File: src/rtl/mem_arb_pkg.sv
//------------------------------------------------------------------------------
// Module   : mem_arb_pkg
// Purpose  : Shared types and default widths for the two-client memory arbiter.
// Revision : 1.0 - initial release
//------------------------------------------------------------------------------
`default_nettype none

package mem_arb_pkg;

  typedef enum logic [1:0] {
    IDLE  = 2'd0,
    ISSUE = 2'd1,
    WAIT  = 2'd2,
    RESP  = 2'd3
  } mem_arb_state_e;

  localparam int NUM_CLIENTS        = 2;
  localparam int DEFAULT_ADDR_WIDTH = 8;
  localparam int DEFAULT_DATA_WIDTH = 32;
  localparam int DEFAULT_TIMEOUT    = 16;

endpackage

`default_nettype wire

File: src/rtl/rr_arbiter_2.sv
//------------------------------------------------------------------------------
// Module   : rr_arbiter_2
// Purpose  : Combinational two-way round-robin select; one-hot winner output.
// Revision : 1.0 - initial release
//------------------------------------------------------------------------------
`default_nettype none

module rr_arbiter_2
  import mem_arb_pkg::*;
(
  input  logic [NUM_CLIENTS-1:0] req,
  input  logic                   prio,   // client favoured when both request
  output logic [NUM_CLIENTS-1:0] win
);

  always_comb begin
    win = req;
    if (req == 2'b11) begin
      win = prio ? 2'b10 : 2'b01;
    end
  end

endmodule

`default_nettype wire

File: src/rtl/mem_arbiter.sv
//------------------------------------------------------------------------------
// Module   : mem_arbiter
// Purpose  : Round-robin arbiter and access sequencer in front of a single-port
//            Memory. Optional WAIT timeout enabled by `define MEM_ARB_TIMEOUT_EN.
// Revision : 1.0 - initial release
//------------------------------------------------------------------------------
`default_nettype none

module mem_arbiter
  import mem_arb_pkg::*;
#(
  parameter int ADDR_WIDTH = DEFAULT_ADDR_WIDTH,
  parameter int DATA_WIDTH = DEFAULT_DATA_WIDTH,
  parameter int TIMEOUT    = DEFAULT_TIMEOUT
) (
  input  logic                              clk,
  input  logic                              rst,
  input  logic [NUM_CLIENTS-1:0]            req,
  input  logic [NUM_CLIENTS-1:0]            wr,
  input  logic [NUM_CLIENTS*ADDR_WIDTH-1:0] addr,
  input  logic [NUM_CLIENTS*DATA_WIDTH-1:0] wdata,
  output logic [NUM_CLIENTS-1:0]            gnt,
  output logic [NUM_CLIENTS-1:0]            done,
  output logic [DATA_WIDTH-1:0]             rdata,
  output logic                              err,
  output logic                              mem_en,
  output logic                              mem_wr,
  output logic [ADDR_WIDTH-1:0]             mem_address,
  output logic [DATA_WIDTH-1:0]             mem_data_in,
  input  logic [DATA_WIDTH-1:0]             mem_data_out,
  input  logic                              mem_valid_out
);

  mem_arb_state_e state, state_n;

  logic [NUM_CLIENTS-1:0] win;
  logic                   prio, prio_n;
  logic                   owner, owner_n;
  logic                   cur_wr, cur_wr_n;

  logic [NUM_CLIENTS-1:0] gnt_n, done_n;
  logic [DATA_WIDTH-1:0]  rdata_n;
  logic                   mem_en_n, mem_wr_n;
  logic [ADDR_WIDTH-1:0]  mem_address_n;
  logic [DATA_WIDTH-1:0]  mem_data_in_n;

  logic                   sel_wr;
  logic [ADDR_WIDTH-1:0]  sel_addr;
  logic [DATA_WIDTH-1:0]  sel_wdata;
  logic [NUM_CLIENTS-1:0] owner_onehot;

`ifdef MEM_ARB_TIMEOUT_EN
  localparam int CNT_W = $clog2(TIMEOUT + 1);
  localparam logic [CNT_W-1:0] CNT_LAST = CNT_W'(TIMEOUT - 1);

  logic [CNT_W-1:0] wait_cnt, wait_cnt_n;
  logic             err_n;
`endif

  rr_arbiter_2 u_rr (
    .req  (req),
    .prio (prio),
    .win  (win)
  );

  assign sel_wr       = win[1] ? wr[1] : wr[0];
  assign sel_addr     = win[1] ? addr[2*ADDR_WIDTH-1:ADDR_WIDTH] : addr[ADDR_WIDTH-1:0];
  assign sel_wdata    = win[1] ? wdata[2*DATA_WIDTH-1:DATA_WIDTH] : wdata[DATA_WIDTH-1:0];
  assign owner_onehot = owner ? 2'b10 : 2'b01;

  // Every output is computed one cycle early and registered, so the ISSUE and
  // RESP pulses appear in the cycle named by the state being entered.
  always_comb begin
    state_n       = state;
    prio_n        = prio;
    owner_n       = owner;
    cur_wr_n      = cur_wr;
    gnt_n         = '0;
    done_n        = '0;
    rdata_n       = '0;
    mem_en_n      = 1'b0;
    mem_wr_n      = 1'b0;
    mem_address_n = '0;
    mem_data_in_n = '0;
`ifdef MEM_ARB_TIMEOUT_EN
    err_n         = 1'b0;
    wait_cnt_n    = wait_cnt;
`endif
    case (state)
      IDLE: begin
        if (|req) begin
          state_n       = ISSUE;
          owner_n       = win[1];
          prio_n        = ~win[1];
          cur_wr_n      = sel_wr;
          gnt_n         = win;
          mem_en_n      = 1'b1;
          mem_wr_n      = sel_wr;
          mem_address_n = sel_addr;
          mem_data_in_n = sel_wdata;
        end
      end
      ISSUE: begin
        state_n = WAIT;
`ifdef MEM_ARB_TIMEOUT_EN
        wait_cnt_n = '0;
`endif
      end
      WAIT: begin
        if (mem_valid_out) begin
          state_n = RESP;
          done_n  = owner_onehot;
          rdata_n = cur_wr ? '0 : mem_data_out;
        end
`ifdef MEM_ARB_TIMEOUT_EN
        else if (wait_cnt == CNT_LAST) begin
          state_n = RESP;
          done_n  = owner_onehot;
          err_n   = 1'b1;
        end else begin
          wait_cnt_n = wait_cnt + 1'b1;
        end
`endif
      end
      RESP: begin
        state_n = IDLE;
      end
      default: begin
        state_n = IDLE;
      end
    endcase
  end

  always_ff @(posedge clk) begin
    if (rst) begin
      state       <= IDLE;
      prio        <= 1'b0;
      owner       <= 1'b0;
      cur_wr      <= 1'b0;
      gnt         <= '0;
      done        <= '0;
      rdata       <= '0;
      mem_en      <= 1'b0;
      mem_wr      <= 1'b0;
      mem_address <= '0;
      mem_data_in <= '0;
    end else begin
      state       <= state_n;
      prio        <= prio_n;
      owner       <= owner_n;
      cur_wr      <= cur_wr_n;
      gnt         <= gnt_n;
      done        <= done_n;
      rdata       <= rdata_n;
      mem_en      <= mem_en_n;
      mem_wr      <= mem_wr_n;
      mem_address <= mem_address_n;
      mem_data_in <= mem_data_in_n;
    end
  end

`ifdef MEM_ARB_TIMEOUT_EN
  always_ff @(posedge clk) begin
    if (rst) begin
      wait_cnt <= '0;
      err      <= 1'b0;
    end else begin
      wait_cnt <= wait_cnt_n;
      err      <= err_n;
    end
  end
`else
  assign err = 1'b0;
`endif

endmodule

`default_nettype wire

File: config.mk
export PLATFORM = sky130hd
export DESIGN_NAME = mem_arbiter
export DESIGN_NICKNAME = d
export VERILOG_FILES = /design/src/rtl/mem_arb_pkg.sv /design/src/rtl/rr_arbiter_2.sv /design/src/rtl/mem_arbiter.sv
export SDC_FILE = /design/constraint.sdc
export NUM_CORES = 1
export LEC_CHECK = 0
export CAP_MARGIN = 30
export CORE_MARGIN = 2
export CORE_UTILIZATION = 30
export DETAILED_ROUTE_END_ITERATION = 7
export PLACE_DENSITY = 0.8
export SETUP_SLACK_MARGIN = 0.15
export SLEW_MARGIN = 20
export SYNTH_ARGS = -nofsm -noshare
export SYNTH_HDL_FRONTEND = slang
export SYNTH_SLANG_ARGS = --single-unit
File: constraint.sdc
create_clock -name clk -period 1.7 [get_ports clk]
set_clock_uncertainty 0.2 [all_clocks]
set_input_delay 0.34 -clock clk [delete_from_list [all_inputs] [get_ports clk]]
set_output_delay 0.34 -clock clk [all_outputs]
set_load 0.05 [all_outputs]
## Yosys cells after proc, flatten, opt, wreduce, memory -nomap -nowiden

Index checks and enable logic that the tools add are counted.

- Bits in registers: 83
- Bits of input ports: 119

- Equal/unequal tests: 6
- Mux-type cells: 10
- Reduce and logical (&&, ||, !) cells: 8
- Bitwise operators: 5

Operators with widths:

| cell | number |
|---|---|
| $mux 32 | 1 |
| $mux 2 | 5 |
| $mux 8 | 1 |
| $pmux 2 s4 | 1 |
| $eq 2x2->1 const B | 3 |
| $reduce_or 3->1 | 2 |
| $not 1->1 | 5 |
| $ne 2x2->1 const B | 2 |
| $reduce_and 2->1 | 2 |
| $reduce_or 2->1 | 2 |
| $reduce_or 4->1 | 1 |
| $eq 2x1->1 const B | 1 |
| $logic_not 2->1 | 1 |
| $mux 1 | 2 |

## Depth between registers and ports, before layout

Gate-level depths: netlist (run 1).

- Depth after elaboration: 3
- Mapped depth: 6

## Modules after synthesis

Synthesis (run 1) repeated with hierarchy kept, for this count alone.

- Cell total of the unflattened synthesis: 245
- Area, all modules: 2747.6 um^2

Modules (own cells, without submodules):

| module | instances | seq. area each (um^2) | area an instance (um^2) | cells each |
|---|---|---|---|---|
| mem_arbiter | 1 | 1661.6 | 2728.9 | 242 |
| rr_arbiter_2 | 1 | 0.0 | 18.8 | 3 |

## Worst setup path after synthesis (run 1)

OpenSTA, ideal clock, no wires.

- Path kind: reg-to-reg
- Start: register state[0]
- End: register cur_wr
- Cell stages (with the launch flop): 7
- Library setup time: 0.122 ns
- Slack: 0.116 ns
- Arrival: 1.263 ns
- Period minus slack after synthesis: 1.584 ns
- Path through: dfxtp_1 -> inv_1 -> ha_1 -> nand2b_1 -> a211oi_2 -> buf_6 -> a221o_1

- Cells in the longest elaborated chain, start to end: 2

RTL lines:

| item | line | source |
|---|---|---|
| start, declared | mem_arbiter.sv:34 | `mem_arb_state_e state, state_n;` |
| start signal, assigned | mem_arbiter.sv:148 | `state <= state_n;` |
| $logic_not 2->1 | mem_arbiter.sv:89 | `case (state)` |
| $reduce_and 2->1 (no source line) | -- |  |
| end signal, assigned | mem_arbiter.sv:151 | `cur_wr <= cur_wr_n;` |
| end, declared | mem_arbiter.sv:39 | `logic cur_wr, cur_wr_n;` |

No other way between the ends.
A chain may end at the register's enable or synchronous reset.

## Worst setup path after layout (run 1)

- Start: register state[1]
- End: register mem_data_in[17]

- Cells in the longest elaborated chain, start to end: 3

RTL lines:

| item | line | source |
|---|---|---|
| $logic_not 2->1 | mem_arbiter.sv:89 |  |
| $not 1->1 (no source line) | -- |  |
| $reduce_or 3->1 (no source line) | -- |  |
| end signal, assigned | mem_arbiter.sv:158 | `mem_data_in <= mem_data_in_n;` |
| end, declared | mem_arbiter.sv:29 | `output logic [DATA_WIDTH-1:0] mem_data_in,` |

No other way between the ends.

==> flow_summary.ini, run 1 <==
[timing]
holdWs_ps = 137.6
setup_tns_ps = 0
grt_setup_unrepaired = yes
setup_viol = 0
fin_crit_ps = 1649
final_hold_viol_count = 0
fmax_mhz = 606.6
fin_crit_sh_pct = 96.97
slew_viol_final = 0

[floorplanning]
die_y_um = 96.11
core_area_mm2 = 0.008217
rows = 33
ios = 198
initial_utilization_pct = 30.97
die_w_um = 96.11
design.die.area_mm2 = 0.009236

[global_route]
grt_remaining_overflow = 0
grt_pass1_vias = 2475
grt_max_degree = 33
antenna_found_initial = 0
grt_pass1_wl_mm = 13.25
track_usage_pct = 19.76

[detailed_routing]
vias_per_cell = 4.531
drcViolationCount = 0
drtIter0Drc = 44
first_pass_iters = 4
wire_per_inst_um = 18.18
vias = 2465
ant_nets = 0
routed_wl_mm = 9.890

[placed_design]
hpwlAfterDp_mm = 6.851
port_buffers = 196
globalplace.congestion = 0.8408
post-place-cells = 510

[clock_tree]
cts_max_path_buffers = 2
path_clk_slew_ps = 80
clock-root-buffer = clkbuf_8
cts.sinks = 83
hold_buffers = 0
cts_max_level = 3
clk_latency_ps = 330
tritoncts = built
cts_buffers = 9

[min_path]
hold_class = in -> reg

[cells_and_area]
drive_above_1_share_pct = 35.31
syn2layout_area_growth_pct = 144.9
instances_no_fill = 544
mostFrequentLayoutCell = clkdlybuf4s50_1
final_util_pct = 75.86
fillers = 505
diodes = 0
final_cell_mix = clkdlybuf4s50_1 (115), buf_12 (85), dfxtp_1 (81), a22o_1 (38), and2_1 (20)
fin_nets = 555

[setup_path]
crit_path_start_kind = flip-flop
worstPathArrival_ps = 1670
worstPathMaxFanout = 5
critical_path_class = reg -> reg
end_kind = flip-flop
required_ps = 1720

[synthesis]
synth_area_mm2 = 0.002545
ys_seq_area_share_pct = 65.29
syn_inst = 208
ys_ff_latch = 83
yosysUniqueCellTypes = 28
syn_avg_cell_area_um2 = 12.24
syn_nets = 329
yosysWarnings = 0

[power]
ir_drop_uv = 853.9
total_power_mw = 8.041
p_leak_nw = 2.562
p_per_area_mw_per_mm2 = 1290

[status]
status = complete, no violations

[run]
drv_cap = 0
flip-flops by register name, indices dropped and copies added (netlist names):
name	cells
owner	1
mem_wr	1
cur_wr	1
mem_en	1
gnt	2
done	2
rdata	32
prio	1
mem_address	8
state	2
mem_data_in	32
layout make-up:
cell class                      count  area [um2]  area share, %
Timing Repair Buffer              228        3259          52.29
Clock buffer                       12       155.1          2.489
Multi-Input combinational cell    106       880.8          14.13
Inverter                            6       22.52         0.3613
Clock inverter                      4       120.1          1.927
Tap cell                          105       131.4          2.108
Sequential cell                    83        1664          26.70
per-layer routing:
metal / vias to the layer above / part of all wire, % / track usage [%]
met1: 1166 / 36 / 21.22
li1: 1173 / - / -
met4: 0 / 2.1 / 7.976
met5: - / 0 / 0
met3: 13 / 8.4 / 4.385
met2: 113 / 54 / 37.04
repair_timing:
action	in CTS	in global routing
gates cloned	4	6
resized for setup	19	20
setup endpoints to repair	45	75
buffers inserted	8	0
pin swaps	3	52
cell families after synthesis:
kind of cell	after synthesis	synth area share (%)
and+or+nand+nor	50	11.85
AOI/OAI and AO/OA	52	16.86
adders and majority gates	2	0.9831
muxes	1	0.3933
buffers and inverters	19	4.474
other	1	0.1474
DFF	83	65.29
synthesized netlist by cell type:
cell | instances | area share, %
a211oi_2 | 1 | 0.49
a21oi_1 | 5 | 0.98
a221o_1 | 1 | 0.39
a22o_1 | 38 | 13
a311oi_1 | 1 | 0.34
a31o_2 | 1 | 0.34
and2_1 | 32 | 7.9
and3_1 | 2 | 0.49
buf_2 | 4 | 0.79
buf_4 | 2 | 0.59
buf_6 | 4 | 1.8
clkbuf_1 | 3 | 0.44
conb_1 | 1 | 0.15
dfxtp_1 | 83 | 65
ha_1 | 2 | 0.98
inv_1 | 6 | 0.88
mux2i_1 | 1 | 0.39
nand2_1 | 2 | 0.30
nand2b_1 | 1 | 0.25
nand2b_4 | 1 | 0.54
nand3_1 | 3 | 0.59
nand3b_1 | 1 | 0.30
nor2_1 | 4 | 0.59
nor2b_1 | 2 | 0.49
nor3_1 | 1 | 0.20
o21ai_0 | 4 | 0.79
o221a_2 | 1 | 0.44
or2_2 | 1 | 0.25
critical path: stages, from the launching register on:
cell and delay [ps]:
dfxtp_2 350, inv_2 50, ha_4 160, nand2b_4 100, a211oi_4 50, buf_12 130
buf_12 130, clkbuf_16 150, a22o_1 210
stage by stage:
step                      area, um2  setup slack, ps
final                          6233            51.48
after global routing           6233            22.12
after CTS                      6023            44.99
after detailed placement       5485           -342.3
after global placement         5485           -253.8
after floorplan                2547            141.2
power by group:
part	internal (mW)	switching [mW]	leakage, nW	total (mW)
clock	1.21	0.683	0.137	1.89
combinational	2.00	1.64	1.75	3.64
sequential	2.26	0.255	0.678	2.51
total	5.46	2.58	2.56	8.04
worst paths after layout:
| check | from | endpoint | slack (ps) | cells after the start |
|---|---|---|---|---|
| max reg2reg | state[1] | mem_data_in[17] | 50 | 8 |
| max | state[1] | mem_data_in[17] | 50 | 8 |
| min | rst | prio | 140 | 3 |
| min reg2reg | owner | done[0] | 230 | 1 |
No activity file was read; power rests on OpenSTA's default activity.
==> run 2, diff against run 1 <==
--- a/config.mk
+++ b/config.mk
@@ -9,6 +9,7 @@
 export CORE_MARGIN = 2
 export CORE_UTILIZATION = 30
 export DETAILED_ROUTE_END_ITERATION = 7
+export MAX_ROUTING_LAYER = met4
 export PLACE_DENSITY = 0.8
 export SETUP_SLACK_MARGIN = 0.15
 export SLEW_MARGIN = 20
==> run 2 against run 1 <==
Against the previous run: fmax barely moved; flip-flop and latch count is the same; design area stayed put; first-iteration DRC count decreased by 25%; worst setup slack improved by 0.70 ps; critical path type unchanged; critical endpoint unchanged; largest power group unchanged; highest routed layer unchanged.
==> flow_summary.ini, run 2 (synthesized netlist as in run 1, its figures left out) <==
[status]
status = complete, no violations

[clock_tree]
tritoncts = built
cts_buffers = 9
hold_buffers = 0
cts.sinks = 83
cts_max_level = 3
clock-root-buffer = clkbuf_8
clk_latency_ps = 330
path_clk_slew_ps = 80
cts_max_path_buffers = 2

[setup_path]
r2r_start = state[1]
crit_end = mem_data_in[17]
required_ps = 1720
ff2ff_path_depth = 8
r2r_slack_ps = 50
crit_start = state[1]
r2r-end = mem_data_in[17]
critical_path_class = reg -> reg
crit_path_start_kind = flip-flop
end_kind = flip-flop
worstPathArrival_ps = 1670
worstPathMaxFanout = 5

[power]
p_per_area_mw_per_mm2 = 1290
cellInternalPower_mw = 5.464
p_seq_share_pct = 31.3
total_power_mw = 8.041
p_comb_share_pct = 45.2
ir_drop_uv = 854.0
swShare_pct = 32.04
pwr-share-clk_pct = 23.5
p_sw_mw = 2.577
p_leak_nw = 2.562

[cells_and_area]
mostFrequentLayoutCell = clkdlybuf4s50_1
fin_nets = 555
syn2layout_area_growth_pct = 144.9
diodes = 0
final_cell_mix = clkdlybuf4s50_1 (115), buf_12 (85), dfxtp_1 (81), a22o_1 (38), and2_1 (20)
final_util_pct = 75.86
drive_above_1_share_pct = 35.31
final_design_area_no_fill_mm2 = 0.006233
reg_top3 = mem_data_in (32), rdata (32), mem_address (8)

[global_route]
antenna_found_initial = 0
track_usage_pct = 20.33
grt_remaining_overflow = 0
grt_pass1_wl_mm = 13.27
grt_max_degree = 33
grt_pass1_vias = 2474

[timing]
setup_ws_ps = 52.18
fin_crit_ps = 1648
slew_viol_final = 0
fmax_mhz = 606.9
grt_setup_unrepaired = yes
final_hold_viol_count = 0
fin_crit_sh_pct = 96.93
setup_viol = 0

[floorplanning]
design.die.area_mm2 = 0.009236
initial_utilization_pct = 30.97
core_area_mm2 = 0.008217
die_w_um = 96.11
die_y_um = 96.11
rows = 33
ios = 198

[placed_design]
hpwlAfterDp_mm = 6.851
port_buffers = 196
post-place-ws_ps = -342.3
postPlaceCellArea_mm2 = 0.005485
globalplace.congestion = 0.8538

[detailed_routing]
wire_per_inst_um = 18.16
drcViolationCount = 0
vias = 2473
routed_wl_mm = 9.878
vias_per_cell = 4.546
drtIter0Drc = 33
first_pass_iters = 4
ant_nets = 0

[min_path]
hold_class = in -> reg
holdPathStages = 3

[run]
drv_cap = 0
## run 2: cell counts in the layout (fill, tap and decap cells not counted)
Identical to the previous run, type by type.
## run 2: power groups by stage
stage                     registers [mW]  logic (mW)  clock network [mW]
final                               2.51        3.64                1.89
after global routing                2.54        3.76                2.00
after CTS                           2.51        3.42                1.92
after detailed placement            2.55        2.99                   0
after global placement              2.53        2.93                   0
after floorplan                     3.29       0.572                   0
## run 2: worst min path at each step
stage	startpoint	end	slack, ps
floorplan	owner	done[0]	210
global placement	owner	done[0]	230
detailed placement	owner	done[0]	230
CTS	owner	done[0]	230
global route	rst	prio	140
finish	rst	prio	140
## run 2: per-stage QoR
step	setup TNS [ps]	hold slack (ps)	cells
2_1_floorplan	0	213.6	208
3_3_place_gp	-15200	228.8	510
3_5_place_dp	-19080	231.1	510
4_1_cts	0	226.4	538
5_1_grt	0	143.8	544
6_report	0	138.5	544
## run 2: what timing repair did
action	in CTS	in global routing
setup buffers	8	0
endpoints found under the setup margin	45	75
gates cloned	4	6
resized for setup	19	20
hold endpoints to repair	0	0
pin swaps	3	52
## run 2: routing by layer
layer / routed length (um) / GRT usage (%) / share of wire [%]
met1: 3603 / 21.27 / 36
met3: 737 / 4.385 / 7.5
met4: 187 / 7.976 / 1.9
met2: 5350 / 36.98 / 54
met5: 0 / - / 0
## run 2: final cells by class
cell class              instances  area (um2)
repair buffers                228        3259
fillers                       505        1983
flip-flops and latches         83        1664
multi-input cells             106       880.8
clock buffers                  12       155.1
well taps                     105       131.4
clock inverters                 4       120.1
inverters                       6       22.52
## run 2: worst max-delay path, stage by stage, from the launching register on
cell and delay, ps:
dfxtp_2 350, inv_2 50, ha_4 160, nand2b_4 100, a211oi_4 50, buf_12 130, buf_12 130, clkbuf_16 150
a22o_1 210
